### config.mk
export PLATFORM = sky130hd
export DESIGN_NAME = screen_sequencer_flat
export DESIGN_NICKNAME = d
export VERILOG_FILES = /design/src/rtl/skyhop_pkg.sv /design/src/rtl/screen_sequencer_if.sv /design/src/rtl/rise_detect.sv /design/src/rtl/screen_sequencer.sv /design/src/flat_wrapper.sv
export SDC_FILE = /design/constraint.sdc
export NUM_CORES = 1
export LEC_CHECK = 0
export BUFFER_PORTS_ARGS = -buffer_cell sky130_fd_sc_hd__buf_2
export CAP_MARGIN = 20
export CORE_ASPECT_RATIO = 1.25
export CORE_MARGIN = 5
export CORE_UTILIZATION = 58
export DETAILED_ROUTE_END_ITERATION = 16
export PLACE_DENSITY = 0.78
export SYNTH_ARGS = -nofsm -noshare
export SYNTH_HDL_FRONTEND = slang
export SYNTH_SLANG_ARGS = --single-unit
### constraint.sdc
create_clock -name clk -period 1.95 [get_ports clk]
set_input_delay 0.195 -clock clk [delete_from_list [all_inputs] [get_ports clk]]
set_output_delay 0.195 -clock clk [all_outputs]
set_load 0.02 [all_outputs]
### src/rtl/skyhop_pkg.sv
// Shared definitions for the skyhop screen flow: screen state codes and the
// counter-width helper used by the sequencer, overlay and score blocks.
package skyhop_pkg;

  typedef enum logic [1:0] {
    SCR_START = 2'd0,
    SCR_PLAY  = 2'd1,
    SCR_OVER  = 2'd2,
    SCR_BAD   = 2'd3
  } scr_state_t;

  // A counter for n frames needs $clog2(n) bits, but never fewer than one.
  function automatic int cnt_width(input int n);
    return (n > 1) ? $clog2(n) : 1;
  endfunction

endpackage

### src/rtl/screen_sequencer_if.sv
// Signals between the screen sequencer and the timing chain, game logic and
// overlay stages.
interface screen_sequencer_if;

  logic vblnk_in;
  logic btn_start;
  logic player_dead;
  logic start_en;
  logic game_en;
  logic over_en;
  logic game_rst;
  logic blink;
  logic frame_tick;

  modport master (
    output vblnk_in, btn_start, player_dead,
    input  start_en, game_en, over_en, game_rst, blink, frame_tick
  );

  modport slave (
    input  vblnk_in, btn_start, player_dead,
    output start_en, game_en, over_en, game_rst, blink, frame_tick
  );

endinterface

### src/rtl/rise_detect.sv
// Registered 0->1 edge detector. The delay register resets to RESET_VAL so a
// level already high when reset releases does not look like a fresh edge.
module rise_detect #(
  parameter logic RESET_VAL = 1'b0
) (
  input  logic clk,
  input  logic rst,
  input  logic d,
  output logic pulse
);

  logic d_q;

  // NOTE: sequential state uses non-blocking assignments so every register
  // samples the pre-edge values, independent of statement order.
  always_ff @(posedge clk or posedge rst) begin
    if (rst) begin
      d_q   <= RESET_VAL;
      pulse <= 1'b0;
    end else begin
      d_q   <= d;
      pulse <= d & ~d_q;
    end
  end

endmodule

### src/rtl/screen_sequencer.sv
// Start / play / game-over screen sequencer. All screen changes are taken on
// the frame tick, so overlay enables never switch in the middle of a frame.
module screen_sequencer
  import skyhop_pkg::*;
#(
  parameter int OVER_HOLD_FRAMES = 120,
  parameter int BLINK_FRAMES     = 30
) (
  input logic               clk,
  input logic               rst,
  screen_sequencer_if.slave bus
);

  localparam int HW = cnt_width(OVER_HOLD_FRAMES);
  localparam int BW = cnt_width(BLINK_FRAMES);
  localparam logic [HW-1:0] HOLD_LOAD  = HW'(OVER_HOLD_FRAMES - 1);
  localparam logic [BW-1:0] BLINK_LAST = BW'(BLINK_FRAMES - 1);

  logic          tick;
  logic          btn_rise;
  logic          start_req_q, dead_req_q;
  logic          start_hit, dead_hit;
  scr_state_t    state_q, state_d;
  logic [HW-1:0] hold_q, hold_d;
  logic          game_rst_c;
  logic          start_en_q, game_en_q, over_en_q;
  logic          blink_q;
  logic [BW-1:0] blink_cnt_q;

  rise_detect #(.RESET_VAL(1'b1)) u_vblnk_rise (
    .clk   (clk),
    .rst   (rst),
    .d     (bus.vblnk_in),
    .pulse (tick)
  );

  rise_detect #(.RESET_VAL(1'b1)) u_btn_rise (
    .clk   (clk),
    .rst   (rst),
    .d     (bus.btn_start),
    .pulse (btn_rise)
  );

  // Every tick consumes the requests, used or not, so stale presses never
  // carry into the next frame.
  always_ff @(posedge clk or posedge rst) begin
    if (rst) begin
      start_req_q <= 1'b0;
      dead_req_q  <= 1'b0;
    end else if (tick) begin
      start_req_q <= 1'b0;
      dead_req_q  <= 1'b0;
    end else begin
      if (btn_rise)        start_req_q <= 1'b1;
      if (bus.player_dead) dead_req_q  <= 1'b1;
    end
  end

  // Requests landing in the tick cycle itself still count at that tick.
  assign start_hit = start_req_q | btn_rise;
  assign dead_hit  = dead_req_q | bus.player_dead;

  always_ff @(posedge clk or posedge rst) begin
    if (rst) begin
      state_q <= SCR_START;
      hold_q  <= '0;
    end else begin
      state_q <= state_d;
      hold_q  <= hold_d;
    end
  end

  // NOTE: every output of this block gets a default first; a path that left
  // one unassigned would infer a latch.
  always_comb begin
    state_d    = state_q;
    hold_d     = hold_q;
    game_rst_c = 1'b0;
    case (state_q)
      SCR_START: begin
        if (tick && start_hit) begin
          state_d    = SCR_PLAY;
          game_rst_c = 1'b1;
        end
      end
      SCR_PLAY: begin
        if (tick && dead_hit) begin
          state_d = SCR_OVER;
          hold_d  = HOLD_LOAD;
        end
      end
      SCR_OVER: begin
        if (tick) begin
          if (hold_q != '0)   hold_d  = hold_q - 1'b1;
          else if (start_hit) state_d = SCR_START;
        end
      end
      default: begin
        state_d = SCR_START;
        hold_d  = '0;
      end
    endcase
  end

  always_ff @(posedge clk or posedge rst) begin
    if (rst) begin
      start_en_q <= 1'b1;
      game_en_q  <= 1'b0;
      over_en_q  <= 1'b0;
    end else begin
      start_en_q <= (state_q == SCR_START);
      game_en_q  <= (state_q == SCR_PLAY);
      over_en_q  <= (state_q == SCR_OVER);
    end
  end

  // Prompt blink restarts visible whenever START is entered.
  always_ff @(posedge clk or posedge rst) begin
    if (rst) begin
      blink_q     <= 1'b1;
      blink_cnt_q <= '0;
    end else if (state_q != SCR_START) begin
      blink_q     <= 1'b1;
      blink_cnt_q <= '0;
    end else if (tick) begin
      if (state_d != SCR_START) begin
        blink_q     <= 1'b1;
        blink_cnt_q <= '0;
      end else if (blink_cnt_q == BLINK_LAST) begin
        blink_q     <= ~blink_q;
        blink_cnt_q <= '0;
      end else begin
        blink_cnt_q <= blink_cnt_q + 1'b1;
      end
    end
  end

  assign bus.frame_tick = tick;
  assign bus.game_rst   = game_rst_c;
  assign bus.start_en   = start_en_q;
  assign bus.game_en    = game_en_q;
  assign bus.over_en    = over_en_q;
  assign bus.blink      = blink_q;

endmodule
### src/flat_wrapper.sv
// flat-port wrapper written by rule: the top's interface ports become plain ports
module screen_sequencer_flat import skyhop_pkg::*;
#(
  parameter int OVER_HOLD_FRAMES = 120,
  parameter int BLINK_FRAMES     = 30
)
  (clk, rst, bus_vblnk_in, bus_btn_start, bus_player_dead, bus_start_en, bus_game_en, bus_over_en, bus_game_rst, bus_blink, bus_frame_tick);
  screen_sequencer_if bus_i ();
  input logic clk;
  input logic rst;
  input wire logic [$bits(bus_i.vblnk_in)-1:0] bus_vblnk_in;
  input wire logic [$bits(bus_i.btn_start)-1:0] bus_btn_start;
  input wire logic [$bits(bus_i.player_dead)-1:0] bus_player_dead;
  output wire logic [$bits(bus_i.start_en)-1:0] bus_start_en;
  output wire logic [$bits(bus_i.game_en)-1:0] bus_game_en;
  output wire logic [$bits(bus_i.over_en)-1:0] bus_over_en;
  output wire logic [$bits(bus_i.game_rst)-1:0] bus_game_rst;
  output wire logic [$bits(bus_i.blink)-1:0] bus_blink;
  output wire logic [$bits(bus_i.frame_tick)-1:0] bus_frame_tick;
  assign bus_i.vblnk_in = bus_vblnk_in;
  assign bus_i.btn_start = bus_btn_start;
  assign bus_i.player_dead = bus_player_dead;
  assign bus_start_en = bus_i.start_en;
  assign bus_game_en = bus_i.game_en;
  assign bus_over_en = bus_i.over_en;
  assign bus_game_rst = bus_i.game_rst;
  assign bus_blink = bus_i.blink;
  assign bus_frame_tick = bus_i.frame_tick;
  screen_sequencer #(.OVER_HOLD_FRAMES(OVER_HOLD_FRAMES), .BLINK_FRAMES(BLINK_FRAMES)) u_core (.clk(clk), .rst(rst), .bus(bus_i));
endmodule
# Word level (Yosys, flattened, before mapping)
# Index checks and enable logic that the tools add are counted.
[word_totals]
reg_bits = 24
input_bits = 5
output_inout_bits = 6
elab_cells = 65
[classes]
addsub = 2
n_eq_ne = 6
mux = 24
bitwise = 8
reduce_logical = 12
[ops]
columns = ["cell", "n"]
rows = [
  ["7-bit two-way mux", 3],
  ["7-bit case mux with 3 select lines", 1],
  ["5-bit two-way mux", 4],
  ["1-bit two-way mux", 10],
  ["2-bit two-way mux", 5],
  ["2-bit nonzero test", 5],
  ["7-bit nonzero test", 1],
  ["7-bit by 1-bit subtractor with 7-bit output, second input constant", 1],
  ["2-bit case mux with 3 select lines", 1],
  ["5-bit by 1-bit adder with 5-bit output, second input constant", 1],
  ["5-bit == test, second input constant", 1],
  ["2-bit by 1-bit inequality test with 1-bit output, second input constant", 2],
  ["1-bit inverter", 4],
  ["4-bit AND reduction", 1],
  ["3-bit nonzero test", 1],
  ["1-bit bitwise AND", 2],
  ["2-bit by 1-bit == test with 1-bit output, second input constant", 1],
  ["2-bit == test, second input constant", 1],
  ["1-bit logical AND", 2],
  ["2-bit logical NOT", 1],
  ["2-bit inequality test, second input constant", 1],
  ["1-bit bitwise OR", 2],
  ["2-bit AND reduction", 1],
]

# Longest topological paths before layout
[depth]
word_depth = 9
depth_mapped = 7
ltp_nobuf = 6

# Modules after synthesis
# From an unflattened synthesis, not the netlist that was laid out.
[unflattened]
hier_cells = 139
hier_area_um2 = 1347.5
[modules_own_cells]
columns = ["mod", "n_inst", "cells_per_inst", "area_each_um2", "seq_area_each_um2"]
rows = [
  ["screen_sequencer", 1, 131, 1209.9, 503.0],
  ["rise_detect", 2, 4, 68.8, 51.3],
]

# Worst setup path before layout
# Ideal clock, no wire load.
[synth_path]
path_kind = "reg2reg"
from = "register u_core.state_q[1]"
to = "register u_core.blink_cnt_q[0]"
setup_ns = 0.125
arrival_time_ns = 1.571
required_time_ns = 1.825
path_slack_ns = 0.254
stages_incl_launch_ff = 8
path_buffers = 1
period_less_slack_ns = 1.696
cell_sequence = "dfrtp_1 -> inv_1 -> ha_1 -> buf_2 -> o211ai_1 -> a21oi_2 -> nor4_1 -> mux2_2"
[synth_between]
elab_chain_len = 8
word_cells_on_any_way = 15
classes_between = "eq/ne: 2; mux: 9; reduce/logical: 4"
[synth_lines]
columns = ["item", "line_no", "text"]
rows = [
  ["start, declared", "screen_sequencer.sv:23", "scr_state_t state_q, state_d;"],
  ["start signal, assigned", "screen_sequencer.sv:68", "state_q <= state_d;"],
  ["2-bit two-way mux", "screen_sequencer.sv:95", "else if (start_hit) state_d = SCR_START;"],
  ["2-bit two-way mux", "screen_sequencer.sv:94", "if (hold_q != '0) hold_d = hold_q - 1'b1;"],
  ["2-bit two-way mux", "screen_sequencer.sv:93", "if (tick) begin"],
  ["2-bit case mux with 3 select lines", "screen_sequencer.sv:79", "case (state_q)"],
  ["2-bit nonzero test", "screen_sequencer.sv:126", "if (state_d != SCR_START) begin"],
  ["5-bit two-way mux", "screen_sequencer.sv:126", ""],
  ["5-bit two-way mux", "screen_sequencer.sv:125", "end else if (tick) begin"],
  ["5-bit two-way mux", "screen_sequencer.sv:122", "end else if (state_q != SCR_START) begin"],
  ["end signal, assigned", "screen_sequencer.sv:133", "blink_cnt_q <= blink_cnt_q + 1'b1;"],
  ["end, declared", "screen_sequencer.sv:28", "logic [BW-1:0] blink_cnt_q;"],
]
# Several ways; a longest one is shown, not always the timed one. The select of a mux whose other input is x is not followed.
# A chain may end at the register's enable or synchronous reset.

# Worst setup path after layout
# Ends and elaborated chain as after synthesis.

==> out/summary.md <==
The final number of setup-violating endpoints is 0. The tools report the final global-route overflow total as 0. For hold timing, the worst endpoint is u_core.dead_req_q.

Using the TritonRoute via totals, the vias-per-cell ratio works out to 6.03. The clock drives 24 sinks. Along the worst hold path, the cell count comes to 3. In this run the most critical hold path is launched from bus_player_dead. The leakage power is 0.000705 uW, and the area of all placed cells without fillers is 0.00154 sq mm. The number of different library cells in the post-synthesis netlist was 46; the placed wire-length estimate was 2.12 mm. The number of optimization iterations in the first detailed-route pass is 5. A synthesized cell averages 10.3 sq um.

The ratio of total power to cell area came out at 1420 mW/mm^2. The primary flip-flop cell chosen by synthesis mapping is sky130_fd_sc_hd__dfrtp_1. The kind of critical path is reg2reg. Across all register-to-register paths, the minimum setup slack is 0.14 ns.

The clock transition at the registers of the reported paths was 0.12 ns. The top cell types in the final layout, fill and taps aside, are 20 x sky130_fd_sc_hd__dfrtp_1, 13 x sky130_fd_sc_hd__inv_1, 10 x sky130_fd_sc_hd__buf_2. The tools report the number of filler cells placed in the layout as 178.

The critical path launch point type is a register. The maximum vdd drop was 0.820 mV; the total number of vias was 1092. The latest clock arrival within the worst-skew pair is 0.31 ns.

Measured against its own limit, the worst slew margin works out to 69.8%. Yosys mapped a number of flops with a built-in enable equal to 0. The height of the die was 64.0 um; the die width was 53.2 um. The mapped netlist covers 0.00135 sq mm. The number of flip-flops under the largest register name was 7. The initial cell density of the core was 61.2%. The startpoint of the worst setup timing path was u_core.state_q[1]. The wire length after detailed routing is 2.79 mm, and the number of global-route vias before repair is 1075. The first global-routing pass estimated 4.83 mm of wire. The combinational power share came out at 55.0%. The count of nets left with antenna violations once routing finished came out at 0. At the pin with the least slew margin, the transition time is 0.453 ns. After detailed routing, the number of remaining DRC violations is 0. The largest net degree at the start of global routing came out at 25. The tools report the sequential fraction of design power as 33.3%. The initial detailed-routing violation count came out at 36. The number of antenna diodes in the final layout is 0. Of the total power, the share spent switching nets is 43.4%. The portion of synthesized area spent on multiplexers is 1.66%.

The run gives 1 as the H-tree depth. In this run, synthesis produced a sequential element count of 24. The worst register-to-register path ends at u_core.blink_cnt_q[0]. Yosys printed 0 warnings. Synthesized-area fraction occupied by adder cells: 7.39%.

Counting the buffers created by CTS gives 3. Cells with a size suffix above 1 make up 22.7% of the layout. In this run the count of I/O pins placed on the die edge is 11.

At the end of the flow, the number of nets in the layout was 164. In this run the post-CTS setup repair buffer count came out at 0. The initial antenna violation count came out at 0.

Worst min-delay path class: in2reg. The worst register-to-register path begins at u_core.state_q[1]. STA classifies the critical path endpoint as a register.

The required arrival time at the worst endpoint is 2.16 ns, and the post-route clock period utilization is 92.9%. Internal power comes to 1240 uW. Leaving out fill and tap cells, the most frequent cell in the layout is sky130_fd_sc_hd__dfrtp_1. Clock skew on the completed layout was measured at 0.00614 ns. The clock tree root driver cell is sky130_fd_sc_hd__clkbuf_4.

Counting along the longest clock path gives a buffer depth of 2. The highest fanout seen on the critical path is 10. Compared with the post-synthesis result, the final layout area differs by 13.8%. The flow ran to the end, and the final reports show no timing, DRC or antenna violations. For this run, the total global-route usage over all layers was measured as 18.9%. Of the synthesized area, sequential elements account for 44.7%. The tools report the core region area as 0.00221 sq mm. The highest layer touched by signal routing is met4. The run gives 145 as the post-synthesis net count. The clock share of power was 11.7%; the worst-case reg-to-reg path depth was 6. The synthesized netlist devotes 26.3% of its cell area to compound gates.

In the synthesized netlist, the number of instances is 132. The number of placement rows is 19. By area, the combinational part of the netlist is dominated by compound AO/OA/AOI/OAI gates. For the maximum clock rate, the log shows 552 MHz. The run gives 950 uW as the net switching power.

The run gives 65 um as the routed length on met3. In the synthesized netlist the async set-or-reset flop fraction comes to 100%. Average routed wire per standard cell: 15.4 um. Time the worst path needs with I/O delays and setup: 1.81 ns. For the number of maximum-capacitance constraint violations, the log shows 0.

The tools report the standard cell area after detailed placement as 0.00146 sq mm. The largest registers in the layout are u_core.hold_q: 7 flops, u_core.blink_cnt_q: 5 flops, u_core.state_q: 2 flops. Data on the critical path arrives at its endpoint at 2.02 ns. Adding up every negative setup slack in the final design gives 0 ns.

TritonCTS built the clock tree. The logs give 0 for the number of hold violations in the final report and 2190 uW for the overall power consumption. The XOR/XNOR share of the synthesized area was 0%; the die footprint was 0.00341 sq mm. The logs give 1.10 mm for the post-route met1 wirelength and 0.872 for the routability-driven placement congestion ratio. Setup repair after global routing left no endpoint under its margin. Summed over all nets, wire length on met2 after detailed routing comes to 1.56 mm. After Yosys synthesis, and, or, nand and nor cells account for 15.1% of the synthesized area. Buffers placed on the I/O ports in this run total 10. The number of max-slew violations in the final report came out at 0. The register with the most flip-flops in the final layout is u_core.hold_q.
==> layer usage <==
layer	vias to the layer above	track usage (%)
li1	525	-
met3	9	3.26
met4	0	8.63
met2	21	32.7
met5	-	0
met1	537	22.2
==> power by group through the flow <==
stage	registers, uW	logic [uW]	clock network (uW)
floorplan	747	854	0
global placement	731	1140	0
detailed placement	739	1180	0
CTS	729	1180	267
global route	743	1330	295
finish	730	1200	256
==> what timing repair did <==
action,4_1_cts,5_1_grt
endpoints found under the setup margin,0,1
gates resized for setup,0,2
hold buffers,3,0
endpoints found under the hold margin,22,0
==> worst max-delay path, cell delays in order (launching register included) <==
cell	delay, ns
sky130_fd_sc_hd__dfrtp_1	0.41
sky130_fd_sc_hd__inv_1	0.12
sky130_fd_sc_hd__ha_1	0.25
sky130_fd_sc_hd__o211ai_1	0.13
sky130_fd_sc_hd__a21oi_2	0.41
sky130_fd_sc_hd__nor4_1	0.11
sky130_fd_sc_hd__mux2_2	0.27
==> worst max-delay path by stage <==
stage | endpoint | slack [ns] | depth (start not counted)
floorplan | u_core.blink_cnt_q[0] | 0.25 | 7
global placement | u_core.hold_q[1] | 0.22 | 5
detailed placement | u_core.blink_cnt_q[4] | 0.16 | 5
CTS | u_core.blink_cnt_q[4] | 0.12 | 5
global route | u_core.blink_cnt_q[0] | 0.03 | 6
finish | u_core.blink_cnt_q[0] | 0.14 | 6
==> logic make-up after synthesis <==
family / count (synthesis)
DFF: 24
adders and majority gates: 8
buffers and inverters: 17
and+or+nand+nor: 35
AOI/OAI and AO/OA: 46
muxes: 2
==> Yosys cell counts (2+ instances only) <==
cell,number,area (sq um)
sky130_fd_sc_hd__nand2_1,6,22.5
sky130_fd_sc_hd__a21o_1,3,22.5
sky130_fd_sc_hd__o41ai_1,3,26.3
sky130_fd_sc_hd__nor2b_1,3,18.8
sky130_fd_sc_hd__nor2_1,9,33.8
sky130_fd_sc_hd__a22o_1,2,17.5
sky130_fd_sc_hd__a211oi_1,5,37.5
sky130_fd_sc_hd__clkbuf_1,3,11.3
sky130_fd_sc_hd__or3_1,2,12.5
sky130_fd_sc_hd__nor4b_1,2,17.5
sky130_fd_sc_hd__dfstp_2,4,105
sky130_fd_sc_hd__ha_1,8,100
sky130_fd_sc_hd__nor3_1,3,15.0
sky130_fd_sc_hd__dfrtp_1,20,500
sky130_fd_sc_hd__o22ai_1,4,25.0
sky130_fd_sc_hd__a31oi_1,2,12.5
sky130_fd_sc_hd__o211ai_1,2,15.0
sky130_fd_sc_hd__a21oi_1,7,35.0
sky130_fd_sc_hd__and3_1,2,12.5
sky130_fd_sc_hd__o21ai_0,4,20.0
sky130_fd_sc_hd__inv_1,13,48.8
==> layout make-up <==
class                   instances  area (sq um)  share of cell area (%)
clock buffers                   4          36.3                    2.36
repair buffers                 18           118                    7.64
inverters                      13          48.8                    3.17
well taps                      31          38.8                    2.52
multi-input cells              91           693                    45.0
flip-flops and latches         24           606                    39.3
==> per-stage QoR <==
| step | setup WS, ns | hold WS, ns | utilization [%] | instances |
|---|---|---|---|---|
| final | 0.139 | 0.134 | 69.7 | 181 |
| after global placement | 0.222 | 0.247 | 66.2 | 174 |
| after CTS | 0.123 | 0.127 | 69.2 | 181 |
| after floorplan | 0.254 | 0.199 | - | 132 |
| after detailed placement | 0.158 | 0.254 | 66.2 | 174 |
| after global routing | 0.0327 | 0.143 | 69.7 | 181 |
No activity file was read; power rests on OpenSTA's default activity.
